### src/rtl/rs232in_rx.sv
// rs232in_rx: 8N1 UART receiver with a single holding register.
// RS232IN_PARITY_EN adds an even-parity bit (8E1 framing).
module rs232in_rx #(
  parameter int DIV  = 434,
  parameter int HALF = DIV / 2
) (
  input  logic       clk,
  input  logic       rst,
  input  logic       serial_in,
  output logic       rs232in_attention,
  output logic [7:0] rs232in_data,
  output logic       frame_err,
  output logic       parity_err
);

  localparam int CW = $clog2(DIV);

  typedef enum logic [2:0] {
    S_IDLE,
    S_START,
    S_DATA,
`ifdef RS232IN_PARITY_EN
    S_PAR,
`endif
    S_STOP,
    S_BRK
  } state_t;

  state_t          state;
  state_t          state_n;
  logic            rx_meta;
  logic            rx_s;
  logic [CW-1:0]   cnt;
  logic [2:0]      bitc;
  logic [7:0]      sh;
  logic            par_bad;
  logic            tick;
  logic            reload;
  logic            stop_tick;
  logic            att_d;
  logic            ferr_d;
  logic            perr_d;

  assign tick      = (cnt == '0);
  assign stop_tick = (state == S_STOP) && tick;

  always_ff @(posedge clk or negedge rst) begin
    if (!rst) state <= S_IDLE;
    else      state <= state_n;
  end

  always_comb begin
    state_n = state;
    unique case (state)
      S_IDLE:  if (!rx_s) state_n = S_START;
      S_START: if (tick)  state_n = rx_s ? S_IDLE : S_DATA;
`ifdef RS232IN_PARITY_EN
      S_DATA:  if (tick && bitc == 3'd7) state_n = S_PAR;
      S_PAR:   if (tick)  state_n = S_STOP;
`else
      S_DATA:  if (tick && bitc == 3'd7) state_n = S_STOP;
`endif
      S_STOP:  if (tick)  state_n = rx_s ? S_IDLE : S_BRK;
      S_BRK:   if (rx_s)  state_n = S_IDLE;
      default: state_n = S_IDLE;
    endcase
  end

  // A bad stop bit wins over a parity mismatch.
  always_comb begin
    att_d  = 1'b0;
    ferr_d = 1'b0;
    perr_d = 1'b0;
    unique case (1'b1)
      stop_tick && !rx_s:            ferr_d = 1'b1;
      stop_tick && rx_s && par_bad:  perr_d = 1'b1;
      stop_tick && rx_s && !par_bad: att_d  = 1'b1;
      default: ;
    endcase
  end

  always_comb begin
    reload = 1'b0;
    if (tick) begin
      unique case (state)
        S_START: reload = !rx_s;
        S_DATA:  reload = 1'b1;
`ifdef RS232IN_PARITY_EN
        S_PAR:   reload = 1'b1;
`endif
        default: reload = 1'b0;
      endcase
    end
  end

  always_ff @(posedge clk or negedge rst) begin
    if (!rst) begin
      rx_meta           <= 1'b1;
      rx_s              <= 1'b1;
      cnt               <= '0;
      bitc              <= 3'd0;
      sh                <= 8'h00;
      rs232in_attention <= 1'b0;
      rs232in_data      <= 8'h00;
      frame_err         <= 1'b0;
      parity_err        <= 1'b0;
    end else begin
      rx_meta           <= serial_in;
      rx_s              <= rx_meta;
      rs232in_attention <= att_d;
      frame_err         <= ferr_d;
      parity_err        <= perr_d;
      if (att_d) rs232in_data <= sh;
      if (state == S_IDLE && !rx_s)
        cnt <= CW'(HALF - 1);
      else if (reload)
        cnt <= CW'(DIV - 1);
      else if (!tick)
        cnt <= cnt - CW'(1);
      if (state == S_START && tick)
        bitc <= 3'd0;
      if (state == S_DATA && tick) begin
        bitc <= bitc + 3'd1;
        sh   <= {rx_s, sh[7:1]};
      end
    end
  end

`ifdef RS232IN_PARITY_EN
  always_ff @(posedge clk or negedge rst) begin
    if (!rst)
      par_bad <= 1'b0;
    else if (state == S_PAR && tick)
      par_bad <= rx_s ^ (^sh);
  end
`else
  assign par_bad = 1'b0;
`endif

endmodule

### config.mk
export PLATFORM = sky130hd
export DESIGN_NAME = rs232in_rx
export DESIGN_NICKNAME = d
export VERILOG_FILES = /design/src/rtl/rs232in_rx.sv
export SDC_FILE = /design/constraint.sdc
export NUM_CORES = 1
export LEC_CHECK = 0
export CORE_MARGIN = 2
export CORE_UTILIZATION = 35
export CTS_CLUSTER_SIZE = 16
export DETAILED_ROUTE_END_ITERATION = 16
export GPL_ROUTABILITY_DRIVEN = 0
export GPL_TIMING_DRIVEN = 0
export PLACE_DENSITY = 0.64
export SETUP_SLACK_MARGIN = 0.05
export SLEW_MARGIN = 40
export SYNTH_ARGS = -nofsm -noshare
export SYNTH_HDL_FRONTEND = slang
export SYNTH_SLANG_ARGS = --single-unit
### constraint.sdc
create_clock -name clk -period 5.59 [get_ports clk]
set_input_delay 1.118 -clock clk [delete_from_list [all_inputs] [get_ports clk]]
set_output_delay 1.118 -clock clk [all_outputs]
set_load 0.005 [all_outputs]
==> results.yml <==
worst_setup_path:
  critPathMaxFanout: 2
  crit_path_cell_trace: "clkdlybuf4s50_1"
  arrival_ps: 1140
  crit_start: "rs232in_data[1]$_DFFE_PN0P_"
  worst_setup_path_start_kind: "flop"
  required_ps: 4470
  critPathSlowestCell: "clkdlybuf4s50_1"
  crit_buf_inv: 1
  cp_top_family: "buffers and inverters"
  rr_startpoint: "cnt[0]$_DFFE_PN0P_"
  max_stage_delay_ps: 510
  worstSetupPathType: "reg2out"
  cp-end-kind: "output pin"
route:
  antenna_left: 0
  wirelength_um: 2640
  wl_per_cell_um: 13.1
  drc_errors: 0
  firstDrtPassIters: 4
  vias_per_cell: 4.99
  drt_iter0_markers: 15
  vias: 1003
finish:
  area_growth_pct: 20.7
  fin_util_pct: 43.8
  fillerInstances: 401
  n_antenna_cell: 0
  nets: 154
  drive_gt1_share_pct: 30.9
global_route:
  antenna_found_initial: 0
  grt_pass1_vias: 1053
  grt_first_pass_wirelength_um: 4830
  grt_start_max_net_pins: 26
  track_usage_pct: 12.4
  grt_overflow_total: 0
min_path:
  min_from: "rx_meta$_DFF_PN1_"
  hp-class: "reg2reg"
sta:
  finalHoldViolations: 0
  min_period_over_period_pct: 40.4
  clock.fmax_ghz: 0.443
  worstMarginPinSlew_ps: 657
  final-setup-viol-count: 0
  finalMaxSlewViolations: 0
  setup_tns_ps: 0
  rsz0062_at_grt: "no"
  fin_skew_ps: 5.35
  timing.slew.headroom_pct: 55.8
  min_period_ps: 2260
clocking:
  cts_setup_buffers: 0
  cts-htree-levels: 2
  cts_tree: "yes"
  path_clk_slew_ps: 70
  clk_latency_ps: 290
  cts_buffers: 5
  hold_buffers: 0
  cts_buffer_depth: 2
  postCtsResizedCells: 0
  cts-root-buf: "clkbuf_8"
  clock_sinks: 35
yosys:
  netlist_top_cells_area: "dfrtp_1 (52%), mux2_2 (11%), dfstp_2 (3.3%), ha_1 (2.4%), nand2_1 (2.4%)"
  syn-instance-count: 128
  yosys.area.top_type: "dfrtp_1"
  ys.flop_type: "dfrtp_1"
  yosys_warnings: 0
  synthXorXnorAreaFrac_pct: 2.77
  synth-seq-area-share_pct: 55.6
  yosys-mux-area-fraction_pct: 12.4
  yosysTopAreaCellShare_pct: 52.3
  yosys.area_share.simple_pct: 16.4
  yosys_register_bits: 35
  synthArstFlopShare_pct: 100
  avgSynthCellArea_um2: 12.3
  synth_top_family_by_area: "simple AND/OR/NAND/NOR gates"
  syn_nets: 134
  synth-compound-area-share_pct: 7.13
  yosys.cell_types.count: 42
  synth_edf_count: 0
  synth_adder_area_share_pct: 2.38
  netlist_area_um2: 1580
pwr:
  p_leak_nw: 0.889
  powerDensity_nw_per_um2: 257
  ir_worst_vdd_uv: 125
  power_w: 0.000489
floorplanning:
  rows: 24
  io_pins: 14
  die_w_um: 71.2
  fp.dieH_um: 71.2
  core-area_um2: 4350
  die_area_um2: 5070
  initial_utilization_pct: 36.3
run:
  cap_violations: 0
placement:
  hpwlAfterDp_um: 1940
  io_buffers: 12
outcome:
  outcome: "finished, final reports clean"
-- path summary, 6_finish.rpt --
check	endpoint	slack [ps]	cells past startpoint
setup / recovery	rs232in_data[1]	3330	1
hold / removal	rx_s$_DFF_PN1_	370	0
setup reg to reg	rs232in_data[4]$_DFFE_PN0P_	3350	8
hold reg to reg	rx_s$_DFF_PN1_	370	0
max in group asynchronous	rx_s$_DFF_PN1_	4400	2
min in group asynchronous	cnt[5]$_DFFE_PN0P_	710	1
-- flip-flops by register name (all words and copies together) (netlist names) --
register and flops:
bitc 3, cnt 9, frame_err 1, rs232in_attention 1, rs232in_data 8, rx_meta 1, rx_s 1, sh 8
state 3
-- through the flow --
stage	area (um^2)	cells	setup slack, ps	hold slack, ps
2_1_floorplan	1580	128	3600	345
3_3_place_gp	1770	192	2700	346
3_5_place_dp	1790	193	3330	351
4_1_cts	1910	201	3310	369
5_1_grt	1910	201	3160	367
6_report	1910	201	3330	367
-- report_power, final --
group | internal, W | leakage [nW] | switching (W)
logic | 0.00000376 | 0.367 | 0.00000613
clock network | 0.000133 | 0.0581 | 0.0000916
registers | 0.000254 | 0.464 | 0.000000821
total | 0.000391 | 0.889 | 0.0000985
-- Yosys cell counts (all sizes together), types with 3 or more instances --
library cell and count:
and2 3, ha 3, buf 5, nand3 3
xnor2 3, nand2 11, mux2 17, dfrtp 33
a21oi 6, nor2 9, nor3 3
-- layout make-up --
type                       count  area, um^2  area share, %
inverter                       2        7.51          0.394
clock buffer                   5        68.8           3.61
multi-input combinational     85         658           34.5
clock inverter                 3        43.8           2.30
timing repair buffer          13         143           7.48
sequential                    35         878           46.1
tap                           52        65.1           3.41
buffer                         6        42.5           2.23
-- cell usage in the layout (no fill, tap or decap), types with 2 or more instances in the layout --
cell type,Yosys,layout
nor2_1,9,9
nor4_2,1,2
clkbuf_8,0,5
nor3b_1,2,2
buf_2,1,2
clkdlybuf4s50_1,0,11
ha_1,3,3
xnor2_1,3,3
nand3_1,3,3
nand2b_1,2,2
a22o_2,2,2
a21oi_1,6,6
inv_1,2,2
nand2_1,10,10
dfrtp_1,33,33
nor3_1,3,3
and2_1,2,2
xor2_1,2,2
buf_4,3,3
dfstp_2,2,2
mux2_2,16,16
-- cells by family (layout without fill, tap and decap cells) --
family          Yosys count  in the layout
other cells               1              1
mux                      17             17
xor+xnor                  5              5
fa+ha+maj                 3              3
buf+inv                   8             29
flops                    35             35
compound gates           16             16
simple gates             43             43
-- layer usage --
| layer | vias to the layer above | global-route usage, % | wire length, um |
|---|---|---|---|
| met4 | 0 | 7.55 | 62 |
| met1 | 496 | 15.6 | 1190 |
| met5 | - | 0 | 0 |
| li1 | 492 | - | - |
| met2 | 10 | 19.4 | 1330 |
| met3 | 5 | 2.56 | 65 |
No activity file was read; power rests on OpenSTA's default activity.
